==> src/rtl/mult_unit.sv <==
// ---------------------------------------------------------------------------
// mult_unit -- multi-cycle integer multiplier (mult / multu)
//
// A radix-2 shift-add multiplier for the execute stage. A start request is
// accepted only in IDLE and only while the unit is armed. The operands are
// reduced to magnitudes (signed mode) or taken raw (unsigned mode). WIDTH
// shift-add steps then run in BUSY. A single FIX cycle restores the sign and
// writes {hi,lo}. pve is low from the cycle after acceptance until the
// product is written, so the hazard unit can stall on it.
//
// The arming latch makes the unit edge-like on a level start: once a start
// is accepted, multstartE must be seen low at least once before another
// start can be taken. A start held through a stall therefore runs only once.
//
// Parameters
//   WIDTH       operand width; hi and lo are WIDTH bits each
//
// Ports
//   clk         sole clock, all state updates on the rising edge
//   reset_n     asynchronous active-low reset
//   multstartE  start request (level) from the execute stage
//   signedE     1 = signed multiply, 0 = unsigned; sampled with the start
//   srcaE       multiplicand, sampled with the start
//   srcbE       multiplier, sampled with the start
//   pve         1 = idle and hi/lo valid, 0 = multiply in flight
//   hi          upper half of the last completed product
//   lo          lower half of the last completed product
// ---------------------------------------------------------------------------
module mult_unit #(
   parameter int WIDTH = 32
) (
   input  logic             clk,
   input  logic             reset_n,
   input  logic             multstartE,
   input  logic             signedE,
   input  logic [WIDTH-1:0] srcaE,
   input  logic [WIDTH-1:0] srcbE,
   output logic             pve,
   output logic [WIDTH-1:0] hi,
   output logic [WIDTH-1:0] lo
);

   localparam int                CNT_W    = (WIDTH > 1) ? $clog2(WIDTH) : 1;
   localparam logic [CNT_W-1:0]  CNT_LAST = CNT_W'(WIDTH - 1);

   typedef enum logic [1:0] {
      IDLE = 2'd0,
      BUSY = 2'd1,
      FIX  = 2'd2
   } state_t;

   state_t             state;
   logic               armed;
   logic               neg;        // sign of the final product
   logic [WIDTH-1:0]   mcand;      // multiplicand magnitude
   logic [WIDTH-1:0]   mplier;     // multiplier magnitude, consumed LSB first
   logic [2*WIDTH-1:0] acc;        // partial product, shifts right each step
   logic [CNT_W-1:0]   cnt;        // index of the step being performed

   // -----------------------------------------------------------------------
   // Operand conditioning at acceptance time.
   // In signed mode a negative operand is replaced by its two's-complement
   // negation, read as an unsigned WIDTH-bit value. The most negative
   // operand negates to itself, and that bit pattern as an unsigned number
   // is exactly its magnitude. No extra bit is needed for it.
   // -----------------------------------------------------------------------
   logic               start_ok;
   logic [WIDTH-1:0]   mag_a;
   logic [WIDTH-1:0]   mag_b;
   logic               neg_in;

   // Shift-add datapath for one BUSY step and the sign fix-up for FIX.
   logic [WIDTH:0]     step_sum;   // upper half plus addend, with carry
   logic [2*WIDTH-1:0] acc_step;
   logic [2*WIDTH-1:0] product;

   // NOTE: every signal assigned in an always_comb gets a value on every path
   // (defaults first), so no latch can be inferred.
   always_comb begin
      start_ok = 1'b0;
      mag_a    = srcaE;
      mag_b    = srcbE;
      neg_in   = 1'b0;

      start_ok = (state == IDLE) && multstartE && armed;

      if (signedE) begin
         mag_a  = srcaE[WIDTH-1] ? -srcaE : srcaE;
         mag_b  = srcbE[WIDTH-1] ? -srcbE : srcbE;
         neg_in = srcaE[WIDTH-1] ^ srcbE[WIDTH-1];
      end
   end

   // One radix-2 step. The current multiplier bit selects whether the
   // multiplicand is added into the upper half. The WIDTH+1 bit sum and the
   // lower half then shift right by one. After WIDTH steps the product bits
   // have walked down into their final positions, and acc holds the exact
   // 2*WIDTH magnitude product.
   always_comb begin
      step_sum = '0;
      acc_step = '0;
      product  = '0;

      step_sum = {1'b0, acc[2*WIDTH-1:WIDTH]}
               + (mplier[0] ? {1'b0, mcand} : {(WIDTH+1){1'b0}});
      acc_step = {step_sum, acc[WIDTH-1:1]};
      product  = neg ? -acc : acc;
   end

   // -----------------------------------------------------------------------
   // Control FSM and all state.
   // pve, hi and lo are registered here, so the outputs are glitch-free and
   // reset asynchronously with the rest of the unit. A reset mid-operation
   // simply drops the in-flight work. hi/lo are written only on the
   // FIX -> IDLE edge, so an aborted multiply never leaves a partial result.
   // -----------------------------------------------------------------------
   // NOTE: sequential state uses non-blocking assignments only, so every
   // register samples the values that existed before this clock edge.
   always_ff @(posedge clk or negedge reset_n) begin
      if (!reset_n) begin
         state  <= IDLE;
         armed  <= 1'b1;
         neg    <= 1'b0;
         mcand  <= '0;
         mplier <= '0;
         acc    <= '0;
         cnt    <= '0;
         pve    <= 1'b1;
         hi     <= '0;
         lo     <= '0;
      end else begin
         // Re-arm whenever the start request is seen low, in any state.
         // Acceptance needs multstartE=1, so it never competes with this.
         if (!multstartE) begin
            armed <= 1'b1;
         end

         case (state)
            IDLE: begin
               if (start_ok) begin
                  mcand  <= mag_a;
                  mplier <= mag_b;
                  neg    <= neg_in;
                  acc    <= '0;
                  cnt    <= '0;
                  armed  <= 1'b0;
                  pve    <= 1'b0;
                  state  <= BUSY;
               end
            end

            BUSY: begin
               acc    <= acc_step;
               mplier <= mplier >> 1;
               if (cnt == CNT_LAST) begin
                  state <= FIX;
               end else begin
                  cnt <= cnt + CNT_W'(1);
               end
            end

            FIX: begin
               hi    <= product[2*WIDTH-1:WIDTH];
               lo    <= product[WIDTH-1:0];
               pve   <= 1'b1;
               state <= IDLE;
            end

            default: begin
               pve   <= 1'b1;
               state <= IDLE;
            end
         endcase
      end
   end

endmodule

==> config.mk <==
export PLATFORM = sky130hd
export DESIGN_NAME = mult_unit
export DESIGN_NICKNAME = d
export VERILOG_FILES = /design/src/rtl/mult_unit.sv
export SDC_FILE = /design/constraint.sdc
export NUM_CORES = 1
export LEC_CHECK = 0
export CAP_MARGIN = 25
export CORE_ASPECT_RATIO = 1.4
export CORE_MARGIN = 2
export CORE_UTILIZATION = 58
export CTS_BUF_LIST = sky130_fd_sc_hd__clkbuf_8 sky130_fd_sc_hd__clkbuf_16
export CTS_CLUSTER_DIAMETER = 120
export DETAILED_ROUTE_END_ITERATION = 6
export DONT_BUFFER_PORTS = 1
export GPL_TIMING_DRIVEN = 1
export MAX_ROUTING_LAYER = met4
export PLACE_DENSITY = 0.83
export SLEW_MARGIN = 20
export SYNTH_ARGS = -nofsm -noshare
export SYNTH_HDL_FRONTEND = slang
export SYNTH_SLANG_ARGS = --single-unit
==> constraint.sdc <==
create_clock -name clk -period 2.85 [get_ports clk]
set_input_delay 0.285 -clock clk [delete_from_list [all_inputs] [get_ports clk]]
set_output_delay 0.285 -clock clk [all_outputs]
set_load 0.02 [all_outputs]
==> key figures <==
Logic synthesis
  • Area leader, netlist: dfrtp_1
  • Post-synth EDFFs: 0
  • Most frequent cell after synthesis: o21ai_0
  • Async set-reset flop share out of synthesis: 100.0%
  • Syn avg cell area: 8.807 um^2
  • Post-synthesis sequential area ratio: 41.83%
  • Yosys top cell area share: 41.39%
  • Mapped Area: 12090 um^2
  • Synth Instances: 1373
  • Largest cells by area after synthesis: dfrtp_1, o21ai_0, xor2_1, nand2_1, xnor2_1
  • Syn. warnings: 0
  • Synth Flop Type: dfrtp_1
  • Mapped Nets: 1479
  • Most frequent cells after synthesis: o21ai_0, dfrtp_1, nand2_1, xor2_1, clkbuf_1
  • Netlist cell types: 68
  • Seq cells post-synth: 202

Clocking
  • Clk Tree Root Cell: clkbuf_16
  • CTS HTree Levels: 1
  • Latest clock arrival within the worst-skew pair: 500 ps
  • CTS sink cnt: 202
  • CTS buffer count: 20
  • Hold bufs inserted after CTS: 47
  • CTS max path bufs: 3
  • CTS tree: done
  • Reg clk slew, reported paths: 60 ps

Route
  • Via Count: 10290
  • DR WL/cell: 17.53 um
  • Vias per Instance: 6.084
  • Antenna violation net count after detailed routing: 0
  • Detailed Routing Iterations Pass 1: 7
  • Number of DRC markers in iteration 0: 681
  • DRC viols: 0
  • Final WL: 29650 um

Layout
  • Final Net Count: 1530
  • Antenna cells: 0
  • Layout cells sized above 1: 9.965%
  • Area growth syn-to-layout: 14.79%
  • Final instance area: 13880 um^2

Power and ir drop
  • Max IR drop VDD: 0.5029 mV
  • Seq pwr share: 33.6%
  • Switching portion of total power: 41.37%
  • Combinational share of power: 47.9%
  • Clk network pwr share: 18.5%
  • Psw: 5.892 mW
  • Int Power: 8.351 mW
  • Leakage: 5.974 nW
  • Pwr dens: 1026 nW/um^2

Die
  • Initial Util: 59.04%
  • Chip width: 126.0 um
  • I/O pins: 133
  • # rows: 62
  • Die area: 22040 um^2
  • Core area: 20480 um^2
  • Die Y: 174.8 um

Placement
  • Post-DP HPWL: 20520 um
  • Port bufs: 0
  • Dpl cell area: 12630 um^2
  • Routability cong.: 0.9319

STA
  • Fin Clk Skew: 19.52 ps
  • Worst-Margin Slew: 933.2 ps
  • Hold Vio Cnt, Final: 202
  • Slew HR: 37.79%
  • Unrepaired setup endpoints after global routing: yes
  • Slew Limit Fails: 0
  • FMAX: 0.3595 GHz
  • Final setup violating endpoints: 0
  • Fin crit share: 97.60%
  • Fin crit period: 2782 ps
  • Final Hold Slack: -516.5 ps

Hold path
  • Hold crit path type: in2async

Global route
  • Initial antenna violation count: 0
  • Gr usage total: 27.04%
  • Grt ovf: 0
  • Largest net degree at the start of global routing: 203
  • Vias in the first global route: 10110
  • Global-route wire length before repair: 48470 um

Setup path
  • CP Launch Type: register
  • Critical path arrival: 3140 ps
  • Crit-path max FO: 4
  • Worst EP required: 3200 ps
  • Setup CP Type: reg2reg
  • Crit end category: register

Status
  • Status: finished with violations
  • Violated checks: negative hold slack

Run
  • Total of max-cap violations: 0
[worst max-delay path, cell delays in order (launching register included)]
cell,delay (ps)
dfrtp_1,440
or3_4,440
or4_4,440
or2_4,260
or4_4,580
o31ai_4,210
xor2_1,200
o21ai_1,80
[power by group through the flow]
stage | registers (mW) | logic, mW | clock network, mW
after global placement | 4.75 | 6.40 | 0
after CTS | 4.76 | 6.69 | 2.67
after floorplan | 4.54 | 4.73 | 0
after global routing | 4.90 | 7.53 | 2.78
final | 4.79 | 6.83 | 2.63
after detailed placement | 4.80 | 6.57 | 0
[cell type report]
class	count	area (um^2)
well taps	256	320.3
multi-input cells	1061	6750
inverters	22	82.58
repair buffers	117	1008
fillers	1643	6600
flip-flops and latches	202	5059
clock buffers	26	594.3
clock inverters	7	65.06
[cells by family after synthesis]
kind of cell | count (synthesis) | share of synthesized area, %
adder cells (fa/ha/maj) | 38 | 3.994
buffers and inverters | 110 | 3.446
AO/OA/AOI/OAI | 428 | 21.77
multiplexers | 4 | 0.3415
XOR/XNOR | 145 | 10.50
flip-flops | 202 | 41.83
AND/OR/NAND/NOR | 446 | 18.12
[flip-flops by register name (all words and copies together), names as in the netlist]
name,count
acc,64
armed,1
cnt,5
hi,32
lo,32
mcand,32
mplier,32
neg,1
pve,1
state,2
[metal layers]
metal | up-vias | wire, um | track usage [%]
met5 | - | 0 | -
met4 | 0 | 839 | 8.562
met3 | 66 | 1697 | 4.103
met2 | 321 | 15060 | 46.89
met1 | 4908 | 12050 | 32.40
li1 | 4993 | - | -
[timing repair]
action	in CTS	in global routing
endpoints found under the hold margin	249	202
resized for setup	4	18
setup buffers	0	1
pin swaps	0	4
endpoints found under the setup margin	2	20
[worst paths after layout]
path                                 startpoint                endpoint  slack, ps  cells past startpoint
max                         acc[42]$_DFFE_PN0P_      hi[20]$_DFFE_PN0N_         70                      7
min                                     reset_n     acc[53]$_DFFE_PN0P_       -520                      0
max reg2reg                 acc[42]$_DFFE_PN0P_      hi[20]$_DFFE_PN0N_         70                      7
min reg2reg                mcand[7]$_DFFE_PN0P_    mcand[7]$_DFFE_PN0P_        480                      2
max in group asynchronous               reset_n         pve$_DFFE_PN1P_       3020                      0
min in group clk                      srcbE[18]  mplier[18]$_DFFE_PN0P_          0                      2
[stage by stage]
stage / TNS, ps / util (%) / total power, mW / cells / worst slack, ps
3_5_place_dp: 0 / 61.69 / 11.37 / 1610 / 5.373
4_1_cts: 0 / 67.30 / 14.11 / 1690 / 15.31
5_1_grt: -10.91 / 67.77 / 15.21 / 1691 / -9.675
2_1_floorplan: 0 / - / 9.275 / 1373 / 40.46
3_3_place_gp: 0 / 61.69 / 11.15 / 1610 / 64.01
6_report: 0 / 67.77 / 14.24 / 1691 / 68.30
[cells in the final DEF (no fill, tap or decap), types with 4 or more instances in the layout]
master / netlist / routed
nand4_1: 16 / 16
a22o_1: 28 / 28
nand2b_1: 18 / 17
nand3b_1: 4 / 4
o21ai_1: 3 / 5
o21ai_0: 210 / 208
or4_4: 5 / 7
xnor2_1: 54 / 54
a32o_1: 4 / 4
buf_4: 0 / 69
a22oi_1: 31 / 31
a21o_1: 13 / 13
nor3_1: 24 / 24
xor2_1: 91 / 91
inv_1: 22 / 23
ha_1: 37 / 36
dlygate4sd3_1: 0 / 47
o21a_1: 6 / 6
dfrtp_1: 200 / 199
nor3b_1: 5 / 5
nand3_1: 26 / 25
and2_1: 38 / 38
nor4_1: 11 / 10
o31ai_1: 25 / 23
o41ai_1: 11 / 8
clkbuf_8: 0 / 5
or3_1: 20 / 18
nor2_1: 61 / 61
o211ai_1: 5 / 5
or4_1: 8 / 6
clkbuf_16: 0 / 21
a21oi_1: 60 / 60
and3_1: 5 / 5
or2_2: 4 / 4
nand2_1: 188 / 187
Power figures use the tool's default switching activity.
